File: src/rtl/decode_pkg.sv
// Shared decode definitions: MIPS opcodes, ALU-op classes and the control bundle
// carried from decode into the ID/EX register.
package decode_pkg;

    localparam logic [5:0] OP_RTYPE = 6'h00;
    localparam logic [5:0] OP_LW    = 6'h23;
    localparam logic [5:0] OP_SW    = 6'h2B;
    localparam logic [5:0] OP_BEQ   = 6'h04;
    localparam logic [5:0] OP_ADDI  = 6'h08;
    localparam logic [5:0] OP_ANDI  = 6'h0C;
    localparam logic [5:0] OP_ORI   = 6'h0D;

    localparam logic [1:0] ALUOP_ADD   = 2'b00;
    localparam logic [1:0] ALUOP_SUB   = 2'b01;
    localparam logic [1:0] ALUOP_FUNCT = 2'b10;
    localparam logic [1:0] ALUOP_LOGIC = 2'b11;

    typedef struct packed {
        logic       regDst;
        logic       branch;
        logic       memRead;
        logic       memToReg;
        logic       memWrite;
        logic       aluSrc;
        logic       regWrite;
        logic [1:0] aluOp;
        logic       zeroExt;
    } ctrlBundle_t;

    // Unknown opcodes fall through to an all-zero bundle, i.e. a NOP.
    function automatic ctrlBundle_t decodeOpcode(input logic [5:0] opcode);
        ctrlBundle_t c;
        c = '0;
        unique case (opcode)
            OP_RTYPE: begin c.regDst = 1'b1; c.regWrite = 1'b1; c.aluOp = ALUOP_FUNCT; end
            OP_LW:    begin c.aluSrc = 1'b1; c.memRead = 1'b1; c.memToReg = 1'b1;
                            c.regWrite = 1'b1; c.aluOp = ALUOP_ADD; end
            OP_SW:    begin c.aluSrc = 1'b1; c.memWrite = 1'b1; c.aluOp = ALUOP_ADD; end
            OP_BEQ:   begin c.branch = 1'b1; c.aluOp = ALUOP_SUB; end
            OP_ADDI:  begin c.aluSrc = 1'b1; c.regWrite = 1'b1; c.aluOp = ALUOP_ADD; end
            OP_ANDI,
            OP_ORI:   begin c.aluSrc = 1'b1; c.regWrite = 1'b1; c.aluOp = ALUOP_LOGIC;
                            c.zeroExt = 1'b1; end
            default:  c = '0;
        endcase
        return c;
    endfunction

endpackage

File: src/rtl/regfile_bypass.sv
// Register file with two async read ports, one clocked write port, $0 hardwired
// to zero and same-cycle write-through to the read ports.
module regfile_bypass #(
    parameter int DATA_W     = 32,
    parameter int NUM_REGS   = 32,
    parameter int REG_ADDR_W = 5
) (
    input  logic                  clk,
    input  logic                  reset,
    input  logic [REG_ADDR_W-1:0] rdAddrA,
    input  logic [REG_ADDR_W-1:0] rdAddrB,
    output logic [DATA_W-1:0]     rdDataA,
    output logic [DATA_W-1:0]     rdDataB,
    input  logic                  we,
    input  logic [REG_ADDR_W-1:0] wrAddr,
    input  logic [DATA_W-1:0]     wrData
);

    logic [DATA_W-1:0] regs [NUM_REGS];

    always_ff @(posedge clk) begin
        if (reset) begin
            for (int i = 0; i < NUM_REGS; i++) regs[i] <= '0;
        end else if (we && wrAddr != '0) begin
            regs[wrAddr] <= wrData;
        end
    end

    // Bypass lets the decoding instruction see a writeback landing this same edge.
    always_comb begin
        rdDataA = regs[rdAddrA];
        if (rdAddrA == '0)                    rdDataA = '0;
        else if (we && wrAddr == rdAddrA)     rdDataA = wrData;
        rdDataB = regs[rdAddrB];
        if (rdAddrB == '0)                    rdDataB = '0;
        else if (we && wrAddr == rdAddrB)     rdDataB = wrData;
    end

endmodule

File: src/rtl/decode_stage_pipe.sv
// MIPS decode stage: control decode, register read, immediate extension and
// load-use hazard detection feeding a registered ID/EX boundary.
module decode_stage_pipe
    import decode_pkg::*;
#(
    parameter int DATA_W     = 32,
    parameter int NUM_REGS   = 32,
    parameter int REG_ADDR_W = 5
) (
    input  logic                  clk,
    input  logic                  reset,
    input  logic                  if_valid,
    input  logic [31:0]           if_pc,
    input  logic [31:0]           if_instr,
    input  logic                  wb_we,
    input  logic [REG_ADDR_W-1:0] wb_reg,
    input  logic [DATA_W-1:0]     wb_data,
    input  logic                  ex_flush,
    output logic                  id_stall,
    output logic                  ex_valid,
    output logic [31:0]           ex_pc,
    output logic [DATA_W-1:0]     ex_rs_data,
    output logic [DATA_W-1:0]     ex_rt_data,
    output logic [DATA_W-1:0]     ex_imm,
    output logic [REG_ADDR_W-1:0] ex_rs,
    output logic [REG_ADDR_W-1:0] ex_rt,
    output logic [REG_ADDR_W-1:0] ex_rd,
    output logic                  ex_reg_dst,
    output logic                  ex_branch,
    output logic                  ex_mem_read,
    output logic                  ex_mem_to_reg,
    output logic                  ex_mem_write,
    output logic                  ex_alu_src,
    output logic                  ex_reg_write,
    output logic [1:0]            ex_alu_op
);

    logic [5:0]            opcode;
    logic [REG_ADDR_W-1:0] rsIdx, rtIdx, rdIdx;
    logic [15:0]           imm16;
    logic [DATA_W-1:0]     rsData, rtData, immExt;
    ctrlBundle_t           ctrl;
    logic                  usesRt, loadUse, loadEn;

    assign opcode = if_instr[31:26];
    assign rsIdx  = if_instr[21 +: REG_ADDR_W];
    assign rtIdx  = if_instr[16 +: REG_ADDR_W];
    assign rdIdx  = if_instr[11 +: REG_ADDR_W];
    assign imm16  = if_instr[15:0];
    assign ctrl   = decodeOpcode(opcode);

    assign immExt = ctrl.zeroExt ? {{(DATA_W-16){1'b0}}, imm16}
                                 : {{(DATA_W-16){imm16[15]}}, imm16};

    regfile_bypass #(
        .DATA_W    (DATA_W),
        .NUM_REGS  (NUM_REGS),
        .REG_ADDR_W(REG_ADDR_W)
    ) u_regfile (
        .clk    (clk),
        .reset  (reset),
        .rdAddrA(rsIdx),
        .rdAddrB(rtIdx),
        .rdDataA(rsData),
        .rdDataB(rtData),
        .we     (wb_we),
        .wrAddr (wb_reg),
        .wrData (wb_data)
    );

    // Only R-type, sw and beq actually read rt as a source operand.
    assign usesRt  = (opcode == OP_RTYPE) || (opcode == OP_SW) || (opcode == OP_BEQ);
    assign loadUse = ex_valid && ex_mem_read && (ex_rt != '0) && if_valid &&
                     ((ex_rt == rsIdx) || (usesRt && (ex_rt == rtIdx)));
    assign id_stall = loadUse;

    // Valid/stall contract: ID/EX captures the IF/ID instruction only when if_valid
    // is high and neither flush nor stall is active; otherwise a zeroed bubble loads
    // and the fetch side must hold IF/ID (stall) or redirect it (flush) that cycle.
    assign loadEn = if_valid && !ex_flush && !loadUse;

    always_ff @(posedge clk) begin
        if (reset || !loadEn) begin
            ex_valid      <= 1'b0;
            ex_pc         <= '0;
            ex_rs_data    <= '0;
            ex_rt_data    <= '0;
            ex_imm        <= '0;
            ex_rs         <= '0;
            ex_rt         <= '0;
            ex_rd         <= '0;
            ex_reg_dst    <= 1'b0;
            ex_branch     <= 1'b0;
            ex_mem_read   <= 1'b0;
            ex_mem_to_reg <= 1'b0;
            ex_mem_write  <= 1'b0;
            ex_alu_src    <= 1'b0;
            ex_reg_write  <= 1'b0;
            ex_alu_op     <= 2'b00;
        end else begin
            ex_valid      <= 1'b1;
            ex_pc         <= if_pc;
            ex_rs_data    <= rsData;
            ex_rt_data    <= rtData;
            ex_imm        <= immExt;
            ex_rs         <= rsIdx;
            ex_rt         <= rtIdx;
            ex_rd         <= rdIdx;
            ex_reg_dst    <= ctrl.regDst;
            ex_branch     <= ctrl.branch;
            ex_mem_read   <= ctrl.memRead;
            ex_mem_to_reg <= ctrl.memToReg;
            ex_mem_write  <= ctrl.memWrite;
            ex_alu_src    <= ctrl.aluSrc;
            ex_reg_write  <= ctrl.regWrite;
            ex_alu_op     <= ctrl.aluOp;
        end
    end

endmodule

File: config.mk
export PLATFORM = sky130hd
export DESIGN_NAME = decode_stage_pipe
export DESIGN_NICKNAME = d
export VERILOG_FILES = /design/src/rtl/decode_pkg.sv /design/src/rtl/regfile_bypass.sv /design/src/rtl/decode_stage_pipe.sv
export SDC_FILE = /design/constraint.sdc
export NUM_CORES = 2
export LEC_CHECK = 0
export BUFFER_PORTS_ARGS = -buffer_cell sky130_fd_sc_hd__buf_2
export CORE_ASPECT_RATIO = 1.25
export CORE_MARGIN = 3
export CORE_UTILIZATION = 50
export CTS_CLUSTER_DIAMETER = 200
export DETAILED_ROUTE_END_ITERATION = 12
export HOLD_SLACK_MARGIN = 0.03
export PLACE_DENSITY = 0.8
export REMOVE_ABC_BUFFERS = 1
export SYNTH_ARGS = -nofsm -noshare
export SYNTH_HDL_FRONTEND = slang
export SYNTH_SLANG_ARGS = --single-unit
File: constraint.sdc
create_clock -name clk -period 2.05 [get_ports clk]
set_input_delay 0.1025 -clock clk [delete_from_list [all_inputs] [get_ports clk]]
set_output_delay 0.1025 -clock clk [all_outputs]
set_load 0.02 [all_outputs]
==> results.md <==
- RSZ-0062 raised after global routing: yes
- Final Slew Violations: 0
- Longest Clk Path Bufs: 3
- Logic pwr share: 13.8%
- Vias in the first global route: 46500
- Switching power: 14.64 mW
- # nets final: 4804
- GPL Wtd Cong: 0.9362
- Number of flops mapped to enable cells by yosys: 1024
- Final setup margin: -0.2904 ns
- Pre-antenna DRT Iters: 9
- Worst-Skew Late Latency: 0.76 ns
- Routed metal-1 wirelength: 64.82 mm
- Tot GR Track Use: 34.07%
- Max_cap viols: 0
- Via/cell ratio: 7.242
- Dpl cells: 6025
- Max Used Layer: met5
- Detailed placement HPWL: 129.2 mm
- Initial Util: 50.79%
- Finished Layout Cells: 6347
- Initial antenna violation count: 6
- Hold Path Cell Cnt: 2
- Synthesized cell area: 58740 um2
- Vias: 45960
- DRC Markers: 0
- Post-synth cell types: 61
- Fmax: 0.4273 GHz
- Mapped Avg Cell Area: 13.67 um2
- Port buffer count: 259
- Clock group share of total power: 38.3%
- H-tree depth: 3
- Fraction of registers with async set/reset: 0%
- Max VDD drop: 0.6834 mV
- Sequential share of the synthesized area: 56.85%
- Num CTS Buffers: 108
- Final Skew: 0.05962 ns
- Req. time, crit path: 2.68 ns
- Hold WC Path Type: input pin to flip-flop
- Dominant synthesized flop cell: edfxtp_1
- Leakage: 24.45 nW
- FF+latch count, synth: 1156
- Cells on worst reg2reg path: 7
- Die Height: 389.2 um
- DIE AREA: 121700 um2
- Final worst-path cycle share: 114.2%
- CP Max Fanout: 7
- Sequential share of power: 47.9%
- Internal power: 42.87 mW
- Placeable Area: 115700 um2
- Clock slew at reported path FFs: 0.07 ns
- Antenna viol nets, final: 0
- Crit path DAT: 2.97 ns
- Failing checks: negative setup slack
- Total grt overflow: 0
- Worst Setup Start Kind: flip-flop
- Status: complete, but fails checks
- First DRT Iteration DRCs: 7601
- Detail Route met2 WL: 98.84 mm
- CP Capture Type: flip-flop
- Sw frac: 25.46%
- Layout Area Growth over Synthesis: 20.30%
- Number of core rows: 139
- DRT Wirelength: 214.0 mm
- Fraction of layout cells with a size suffix above 1: 29.23%
- Die Width: 312.6 um
- Final setup fails: 63
- Crit Path Class: flip-flop to flip-flop
- TritonCTS clock tree: done
- Final hold viol count: 0
- Slew @ Worst Pin: 0.8307 ns
- Power per cell area: 813.9 nW/um2
- First-pass GRT wire length: 305.0 mm
- Clock Tree Root: clkbuf_16
- Largest net degree at the start of global routing: 108
- Met3 Wirelength: 30.51 mm
- Rel. slew slack: 44.62%
- Worst Hold Margin: 0.06605 ns
- Synth warnings: 0
- Cell count after synthesis: 4298
- Routed WL per cell: 33.72 um
- CTS sink cnt: 1156
- Tmin final: 2.340 ns
- Ports: 260
[power by group through the flow]
| stage | sequential [mW] | clock, mW | combinational, mW |
|---|---|---|---|
| after global placement | 27.8 | 0 | 7.26 |
| after floorplan | 27.8 | 0 | 3.51 |
| after global routing | 27.6 | 22.9 | 8.14 |
| after CTS | 27.5 | 21.9 | 7.60 |
| after detailed placement | 28.0 | 0 | 7.39 |
| final | 27.5 | 22.0 | 7.95 |
[cell families after synthesis]
kind of cell           after synthesis  synth area share, %
AO/OA/AOI/OAI                      445                6.032
XOR/XNOR                            20               0.2982
buffers and inverters              612                4.471
flip-flops                        1156                56.85
multiplexers                       701                20.36
other                                1             0.006384
AND/OR/NAND/NOR                   1363                11.98
[placed cells by master, fill, tap and decap left out, types with 118 or more instances in the layout]
| cell type | instances |
|---|---|
| buf_12 | 159 |
| nor3_1 | 939 |
| and2_1 | 119 |
| buf_2 | 249 |
| edfxtp_1 | 1024 |
| dfxtp_1 | 130 |
| mux2i_1 | 305 |
| clkbuf_16 | 118 |
| buf_4 | 311 |
| mux4_2 | 395 |
[critical path: stages (launching register included)]
cell,delay (ns)
dfxtp_4,0.37
buf_4,0.15
nor3_2,0.23
a21oi_2,0.13
a41o_1,0.24
or4b_4,0.67
clkbuf_16,0.28
o22ai_2,0.16
[cells in the mapped netlist (3+ instances only)]
| master | count | area (um2) |
|---|---|---|
| buf_4 | 45 | 337.8 |
| nand3b_1 | 5 | 37.54 |
| nand2_1 | 72 | 270.3 |
| edfxtp_1 | 1024 | 30750 |
| nor2_1 | 45 | 168.9 |
| a21oi_1 | 45 | 225.2 |
| nor2b_1 | 4 | 25.02 |
| a21boi_0 | 24 | 180.2 |
| a221oi_1 | 91 | 797.0 |
| o2111ai_1 | 31 | 271.5 |
| nand3_1 | 67 | 335.3 |
| a221o_1 | 5 | 50.05 |
| buf_2 | 68 | 340.3 |
| o21ai_0 | 56 | 280.3 |
| buf_1 | 34 | 127.6 |
| o211ai_1 | 36 | 270.3 |
| and3_1 | 56 | 350.3 |
| or2_2 | 32 | 200.2 |
| buf_6 | 9 | 101.4 |
| and2_1 | 119 | 744.5 |
| nor4_1 | 3 | 18.77 |
| a32o_1 | 31 | 310.3 |
| xnor2_1 | 5 | 43.79 |
| dfxtp_1 | 132 | 2643 |
| a32oi_1 | 25 | 219.0 |
| a22oi_1 | 57 | 427.9 |
| a2bb2o_2 | 14 | 157.7 |
| mux2i_1 | 305 | 3053 |
| a2bb2o_4 | 10 | 200.2 |
| o22ai_1 | 5 | 31.28 |
| xor2_1 | 15 | 131.4 |
| mux4_2 | 395 | 8896 |
| inv_1 | 37 | 138.9 |
| o2bb2ai_1 | 6 | 52.55 |
| clkbuf_1 | 416 | 1562 |
| nand4_1 | 5 | 31.28 |
| nor3_1 | 940 | 4705 |
[final cells by class]
| type | instances | area [um2] |
|---|---|---|
| Antenna cell | 3 | 7.507 |
| Clock buffer | 148 | 3038 |
| Clock inverter | 57 | 809.5 |
| Fill cell | 8165 | 44990 |
| Inverter | 38 | 145.1 |
| Multi-Input combinational cell | 2561 | 23250 |
| Sequential cell | 1156 | 33400 |
| Tap cell | 1551 | 1941 |
| Timing Repair Buffer | 833 | 8075 |
[metrics by stage]
stage | worst slack, ns | setup TNS (ns) | utilization [%] | instance area [um2] | total power [mW]
finish | -0.2904 | -10.85 | 61.10 | 70660 | 57.51
global route | -0.2966 | -12.87 | 61.09 | 70660 | 58.64
CTS | -0.2341 | -1.740 | 60.73 | 70230 | 57.03
detailed placement | -0.2225 | -27.50 | 56.40 | 65230 | 35.35
global placement | -0.1969 | -7.817 | 56.40 | 65230 | 35.08
floorplan | -6.515 | -8938.16 | - | 56370 | 31.32
[layer usage]
| layer | track usage [%] | vias up |
|---|---|---|
| li1 | - | 17940 |
| met1 | 39.61 | 22350 |
| met2 | 53.56 | 4461 |
| met3 | 9.639 | 1204 |
| met4 | 26.28 | 6 |
| met5 | 0 | - |
[sequential cells by signal, summed over array words and instances, names as in the netlist]
name / count
ex_alu_op: 2
ex_alu_src: 1
ex_branch: 1
ex_imm: 17
ex_mem_read: 1
ex_mem_write: 1
ex_pc: 32
ex_reg_dst: 1
ex_reg_write: 1
ex_rs: 5
ex_rs_data: 32
ex_rt: 5
ex_rt_data: 32
ex_valid: 1
u_regfile.regs: 1024
[what timing repair did]
action	CTS	global route
buffers inserted	8	6
gates cloned	2	6
endpoints found under the setup margin	63	226
pin swaps	7	9
resized for setup	23	36
hold buffers	94	0
hold endpoints to repair	185	0
[path summary, 6_finish.rpt]
kind,start,endpoint,slack (ns)
setup reg to reg,ex_rt[0]$_SDFF_PP0_,ex_rs_data[16]$_SDFF_PP0_,-0.29
hold reg to reg,u_regfile.regs[20][14]$_SDFFCE_PN0P_,ex_rt_data[14]$_SDFF_PP0_,0.86
hold / removal,wb_data[30],ex_rt_data[30]$_SDFF_PP0_,0.07
setup / recovery,ex_rt[0]$_SDFF_PP0_,ex_rs_data[16]$_SDFF_PP0_,-0.29
No activity file was read; power rests on OpenSTA's default activity.
